<file path="src/rtl/rgb_sequencer.sv">
// rgb_sequencer
//   Steps an RGB LED through six colours (RED, YELLOW, GREEN, CYAN, BLUE,
//   MAGENTA). The sequence advances automatically after DWELL_CYCLES clocks
//   while EN is high, or immediately on a STEP pulse. Brightness is set by a
//   PWM whose duty value is re-sampled only at period boundaries, so the
//   output never shows a partial period.
//
// Ports
//   CLK     in   system clock, rising edge
//   RST     in   asynchronous active-high reset
//   EN      in   1 = auto-advance on dwell expiry, 0 = hold colour
//   STEP    in   single-cycle request to advance one colour now
//   BRIGHT  in   [PWM_BITS] brightness duty value
//   RGB_R   out  red drive, active-low (registered)
//   RGB_G   out  green drive, active-low (registered)
//   RGB_B   out  blue drive, active-low (registered)
//   LED     out  heartbeat, toggles on every MAGENTA->RED advance
//   STATE   out  [3] current colour state (FSM state register, no latency)
//   WRAP    out  one-cycle pulse following the MAGENTA->RED advance
//
// Control semantics: there is no valid/ready handshake. STEP is sampled on
// every rising edge and each high cycle is one advance request; EN is a level.
// A STEP that lands on the dwell terminal count is a single advance.

module rgb_sequencer #(
  parameter int DWELL_CYCLES = 2_000_000,
  parameter int PWM_BITS     = 8
) (
  input  logic                CLK,
  input  logic                RST,
  input  logic                EN,
  input  logic                STEP,
  input  logic [PWM_BITS-1:0] BRIGHT,
  output logic                RGB_R,
  output logic                RGB_G,
  output logic                RGB_B,
  output logic                LED,
  output logic [2:0]          STATE,
  output logic                WRAP
);

  localparam int                DW         = $clog2(DWELL_CYCLES);
  localparam logic [DW-1:0]     DWELL_LAST = DW'(DWELL_CYCLES - 1);
  localparam logic [PWM_BITS-1:0] PWM_LAST = '1;

  typedef enum logic [2:0] {
    RED     = 3'd0,
    YELLOW  = 3'd1,
    GREEN   = 3'd2,
    CYAN    = 3'd3,
    BLUE    = 3'd4,
    MAGENTA = 3'd5
  } state_e;

  state_e                state_q;
  state_e                state_d;
  logic [DW-1:0]         dwell_q;
  logic [PWM_BITS-1:0]   pwm_cnt_q;
  logic [PWM_BITS-1:0]   bright_q;
  logic [2:0]            rgb_q;
  logic                  led_q;
  logic                  wrap_q;

  logic                  advance;
  logic                  wrap_d;
  logic [2:0]            mask;
  logic                  pwm_on;

  // STEP and terminal count are OR-ed, so a coincidence is one advance.
  assign advance = STEP | (EN & (dwell_q == DWELL_LAST));
  assign pwm_on  = (pwm_cnt_q < bright_q);

  // State register
  always_ff @(posedge CLK or posedge RST) begin
    if (RST) begin
      state_q <= RED;
    end else begin
      state_q <= state_d;
    end
  end

  // Next state, colour mask {R,G,B} and wrap detection
  always_comb begin
    state_d = state_q;
    wrap_d  = 1'b0;
    mask    = 3'b000;
    case (state_q)
      RED: begin
        mask = 3'b100;
        if (advance) state_d = YELLOW;
      end
      YELLOW: begin
        mask = 3'b110;
        if (advance) state_d = GREEN;
      end
      GREEN: begin
        mask = 3'b010;
        if (advance) state_d = CYAN;
      end
      CYAN: begin
        mask = 3'b011;
        if (advance) state_d = BLUE;
      end
      BLUE: begin
        mask = 3'b001;
        if (advance) state_d = MAGENTA;
      end
      MAGENTA: begin
        mask = 3'b101;
        if (advance) begin
          state_d = RED;
          wrap_d  = 1'b1;
        end
      end
      // Encodings 6 and 7 recover to RED unconditionally and are not a wrap.
      default: begin
        state_d = RED;
      end
    endcase
  end

  // Dwell counter: cleared on any advance, frozen while EN is low.
  always_ff @(posedge CLK or posedge RST) begin
    if (RST) begin
      dwell_q <= '0;
    end else if (advance) begin
      dwell_q <= '0;
    end else if (EN) begin
      dwell_q <= dwell_q + DW'(1);
    end
  end

  // Heartbeat and wrap pulse
  always_ff @(posedge CLK or posedge RST) begin
    if (RST) begin
      led_q  <= 1'b0;
      wrap_q <= 1'b0;
    end else begin
      wrap_q <= wrap_d;
      led_q  <= led_q ^ wrap_d;
    end
  end

  // Free-running PWM; duty is latched on the last count of each period so a
  // BRIGHT change only takes effect from the next period.
  always_ff @(posedge CLK or posedge RST) begin
    if (RST) begin
      pwm_cnt_q <= '0;
      bright_q  <= '0;
    end else begin
      pwm_cnt_q <= pwm_cnt_q + PWM_BITS'(1);
      if (pwm_cnt_q == PWM_LAST) begin
        bright_q <= BRIGHT;
      end
    end
  end

  // Registered active-low drives; reset leaves all colours dark.
  always_ff @(posedge CLK or posedge RST) begin
    if (RST) begin
      rgb_q <= 3'b111;
    end else begin
      rgb_q <= ~(mask & {3{pwm_on}});
    end
  end

  assign RGB_R = rgb_q[2];
  assign RGB_G = rgb_q[1];
  assign RGB_B = rgb_q[0];
  assign LED   = led_q;
  assign WRAP  = wrap_q;
  assign STATE = state_q;

endmodule

</file>
<file path="config.mk">
export PLATFORM = sky130hd
export DESIGN_NAME = rgb_sequencer
export DESIGN_NICKNAME = d
export VERILOG_FILES = /design/src/rtl/rgb_sequencer.sv
export SDC_FILE = /design/constraint.sdc
export NUM_CORES = 1
export LEC_CHECK = 0
export ABC_CLOCK_PERIOD_IN_PS = 2009
export BUFFER_PORTS_ARGS = -buffer_cell sky130_fd_sc_hd__buf_2
export CAP_MARGIN = 20
export CELL_PAD_IN_SITES_DETAIL_PLACEMENT = 1
export CELL_PAD_IN_SITES_GLOBAL_PLACEMENT = 2
export CORE_MARGIN = 8
export CORE_UTILIZATION = 40
export CTS_BUF_LIST = sky130_fd_sc_hd__clkbuf_2
export DETAILED_ROUTE_END_ITERATION = 8
export PLACE_DENSITY = 0.86
export SLEW_MARGIN = 40
export SYNTH_ARGS = -nofsm -noshare
export SYNTH_HDL_FRONTEND = slang
export SYNTH_SLANG_ARGS = --single-unit
export TNS_END_PERCENT = 10
</file>
<file path="constraint.sdc">
create_clock -name CLK -period 2.01 [get_ports CLK]
set_input_delay 0.1005 -clock CLK [delete_from_list [all_inputs] [get_ports CLK]]
set_output_delay 0.1005 -clock CLK [all_outputs]
set_load 0.01 [all_outputs]
</file>
==> results.rst <==
.. list-table::
   :header-rows: 1

   * - Metric
     - Value
   * - Max-capacitance violation count
     - 0
   * - Leakage power
     - 1.261 nW
   * - Worst Reg-to-Reg Cells
     - 5
   * - Switching pwr
     - 0.5512 mW
   * - Combinational group share of total power
     - 16.7%
   * - Internal power
     - 1.350 mW
   * - Clk root buf
     - sky130_fd_sc_hd__clkbuf_2
   * - Setup TNS
     - 0 ns
   * - Worst-path clk slew
     - 0.24 ns
   * - Final setup viols
     - 0
   * - Syn Std Cell Area
     - 0.002200 mm2
   * - Post-synth EDFFs
     - 0
   * - Final slew viol count
     - 0
   * - Number of buffers inserted by post-CTS setup repair
     - 0
   * - Slack of the worst reg-to-reg path
     - 0.29 ns
   * - Crit path arrival time
     - 2.06 ns
   * - Result of the run
     - finished, final reports clean
   * - Area growth from synthesis to layout
     - 15.93%
   * - Number of H-tree branching levels
     - 2
   * - Hold Fails Final Rpt
     - 0
   * - RSZ-0062 raised after global routing
     - false
   * - Net count, final
     - 266
   * - Power Density
     - 745.6 mW/mm2
   * - Area share of the leading cell type in the synthesized netlist
     - 47.78%
   * - Via-per-instance ratio
     - 5.094
   * - Slack of the critical path
     - 0.2916 ns
   * - Estimated wirelength of the detail-placed design
     - 3.423 mm
   * - Actual transition at the worst max-transition pin
     - 0.5829 ns
   * - Die Span X
     - 90.16 um
   * - Port-buffer cells
     - 19
   * - Routed via count
     - 1620
   * - Global-route wire length before repair
     - 8.804 mm
   * - Residual DRC count
     - 0
   * - Mean post-synth cell area
     - 10.42 um2
   * - Sequential element share of the synthesized area
     - 51.37%
   * - Die area
     - 0.008128 mm2
   * - Critical path endpoint category
     - register
   * - Part of the power in registers
     - 56.8%
   * - Crit path from
     - pwm_cnt_q[1]$_DFF_PP0_
   * - Number of placement rows
     - 27
   * - GRT Util Overall
     - 13.16%
   * - Maximum net fanout on the critical path
     - 5
   * - Most frequently used flop master after synthesis
     - sky130_fd_sc_hd__dfrtp_1
   * - Wirelength, routed
     - 4.835 mm
   * - Clock sink count
     - 45
   * - Maximum clock path buffer count
     - 2
   * - Worst R2R Start
     - pwm_cnt_q[1]$_DFF_PP0_
   * - Crit share post-route
     - 85.49%
   * - Post-synthesis register bit count
     - 45
   * - Terminus of the critical flop-to-flop path
     - rgb_q[1]$_DFF_PP1_
   * - Iteration-0 DRC Markers
     - 40
   * - Share of flip-flops with an asynchronous set or reset after synthesis
     - 100.0%
   * - Number of primary I/O pins
     - 20
   * - Mapped Cells
     - 211
   * - Detailed-routing iteration count for the pre-antenna-repair pass
     - 4
   * - Most frequent cells in the layout
     - sky130_fd_sc_hd__dfrtp_1, sky130_fd_sc_hd__nor2_1, sky130_fd_sc_hd__buf_2, sky130_fd_sc_hd__nand2_1, sky130_fd_sc_hd__xor2_1
   * - Net count of the mapped netlist
     - 232
   * - Fmax
     - 0.5820 GHz
   * - Cell types with the largest area share after synthesis
     - sky130_fd_sc_hd__dfrtp_1, sky130_fd_sc_hd__xor2_1, sky130_fd_sc_hd__ha_1
   * - Routability Congestion
     - 0.7444
   * - Placement Setup Slack
     - 0.1400 ns
   * - Standard cell core area
     - 0.005405 mm2
   * - Starting density of the core
     - 40.69%
   * - Critical path startpoint category
     - register
   * - Number of buffers created by CTS
     - 5
   * - Maximum vdd ir drop
     - 0.0004597 V
   * - WL per Instance
     - 15.20 um
   * - Overall power consumption
     - 1.901 mW
   * - Skew final
     - 0.01398 ns
   * - Last element of the critical path
     - rgb_q[1]$_DFF_PP1_
   * - Crit Path Category
     - register to register
   * - Clock tree from TritonCTS
     - yes
   * - Overflow after GRT
     - 0
   * - Worst min-delay path category
     - input port to register
   * - Clock group share of total power
     - 26.5%
   * - Number of antenna violations at the first check in global routing
     - 0
   * - Share of total power consumed by net switching
     - 28.99%
   * - Largest net degree at the start of global routing
     - 28
   * - Diodes inserted
     - 0
   * - Via count of the first global-routing pass
     - 1864
   * - Final period demand of the worst path
     - 1.718 ns
   * - Most common cell after layout, fill and taps aside
     - sky130_fd_sc_hd__dfrtp_1
   * - Remaining number of nets flagged by the antenna check after routing
     - 0
   * - Post-synth cell types
     - 39
   * - Required time at the worst-slack endpoint
     - 2.35 ns
   * - Worst slew slack as a fraction of its limit
     - 61.08%
   * - Cell type with the highest aggregate area in the netlist
     - sky130_fd_sc_hd__dfrtp_1
   * - Latest clock arrival within the worst-skew pair
     - 0.41 ns
   * - Yosys warning count
     - 0
   * - Height of the die
     - 90.16 um
   * - Share of final-layout standard cells stronger than drive strength 1
     - 16.67%
==> layout make-up <==
cell class,instances,area (um2)
Timing Repair Buffer,33,225.2
Multi-Input combinational cell,147,989.7
Clock buffer,5,25.02
Tap cell,72,90.09
Clock inverter,3,41.29
Inverter,13,48.80
Fill cell,643,2855
Sequential cell,45,1130
==> power groups by stage <==
| stage | combinational, mW | clock, mW | sequential [mW] |
|---|---|---|---|
| after floorplan | 0.168 | 0 | 1.11 |
| after global placement | 0.300 | 0 | 1.10 |
| after detailed placement | 0.312 | 0 | 1.10 |
| after CTS | 0.327 | 0.528 | 1.08 |
| after global routing | 0.361 | 0.559 | 1.10 |
| final | 0.318 | 0.504 | 1.08 |
==> how the worst min path moves through the flow <==
stage | start | depth (start not counted) | end
CTS | EN | 3 | dwell_q[0]$_DFFE_PP0P_
finish | EN | 3 | dwell_q[0]$_DFFE_PP0P_
global route | EN | 3 | dwell_q[0]$_DFFE_PP0P_
detailed placement | RST | 2 | STATE[2]$_DFFE_PP0P_
floorplan | STEP | 1 | dwell_q[6]$_DFFE_PP0P_
global placement | RST | 2 | STATE[2]$_DFFE_PP0P_
==> through the flow <==
step                      cells  hold slack [ns]  util, %  cell area [um2]
final                       318          0.06418    47.18             2550
after detailed placement    300           0.2040    44.10             2384
after global placement      300           0.1998    44.10             2384
after floorplan             211           0.1669        -             2200
after global routing        318          0.03263    47.18             2550
after CTS                   318          0.02613    47.18             2550
==> per-layer routing <==
metal  GRT usage, %  up-vias  wire length [um]
li1               -      786                 -
met1          15.85      813              2168
met2          22.58       15              2486
met3          3.076        6               125
met4          4.161        0                55
met5              0        -                 0
==> synth_stat cells (4+ instances only) <==
| cell | n |
|---|---|
| sky130_fd_sc_hd__xor2_1 | 17 |
| sky130_fd_sc_hd__nand4_1 | 9 |
| sky130_fd_sc_hd__xnor2_1 | 11 |
| sky130_fd_sc_hd__ha_1 | 9 |
| sky130_fd_sc_hd__nor2_1 | 26 |
| sky130_fd_sc_hd__nand3_1 | 15 |
| sky130_fd_sc_hd__o21ai_0 | 9 |
| sky130_fd_sc_hd__buf_2 | 4 |
| sky130_fd_sc_hd__dfrtp_1 | 42 |
| sky130_fd_sc_hd__inv_1 | 13 |
| sky130_fd_sc_hd__nand2_1 | 18 |
==> sequential cells by signal (all words and copies together) (netlist names) <==
| signal | flops |
|---|---|
| LED | 1 |
| STATE | 3 |
| WRAP | 1 |
| bright_q | 8 |
| dwell_q | 21 |
| pwm_cnt_q | 8 |
| rgb_q | 3 |
==> kinds of logic after synthesis <==
kind of cell	count (synthesis)	share of synthesized area, %
XOR/XNOR	28	11.15
adder cells (fa/ha/maj)	9	5.120
AO/OA/AOI/OAI	24	7.167
AND/OR/NAND/NOR	84	20.59
multiplexers	2	0.9670
flip-flops	45	51.37
buffers and inverters	19	3.641
==> worst max-delay path: stages, from the launching register on <==
cell and delay, ns:
sky130_fd_sc_hd__dfrtp_1 0.48, sky130_fd_sc_hd__ha_1 0.30, sky130_fd_sc_hd__a21boi_0 0.12, sky130_fd_sc_hd__o21a_1 0.18
sky130_fd_sc_hd__o311ai_1 0.40, sky130_fd_sc_hd__o2111ai_1 0.17
==> what timing repair did <==
item,CTS,global route
hold buffers,10,0
resized for setup,0,1
endpoints found under the setup margin,0,3
endpoints found under the hold margin,32,0
No activity file was read; power rests on OpenSTA's default activity.
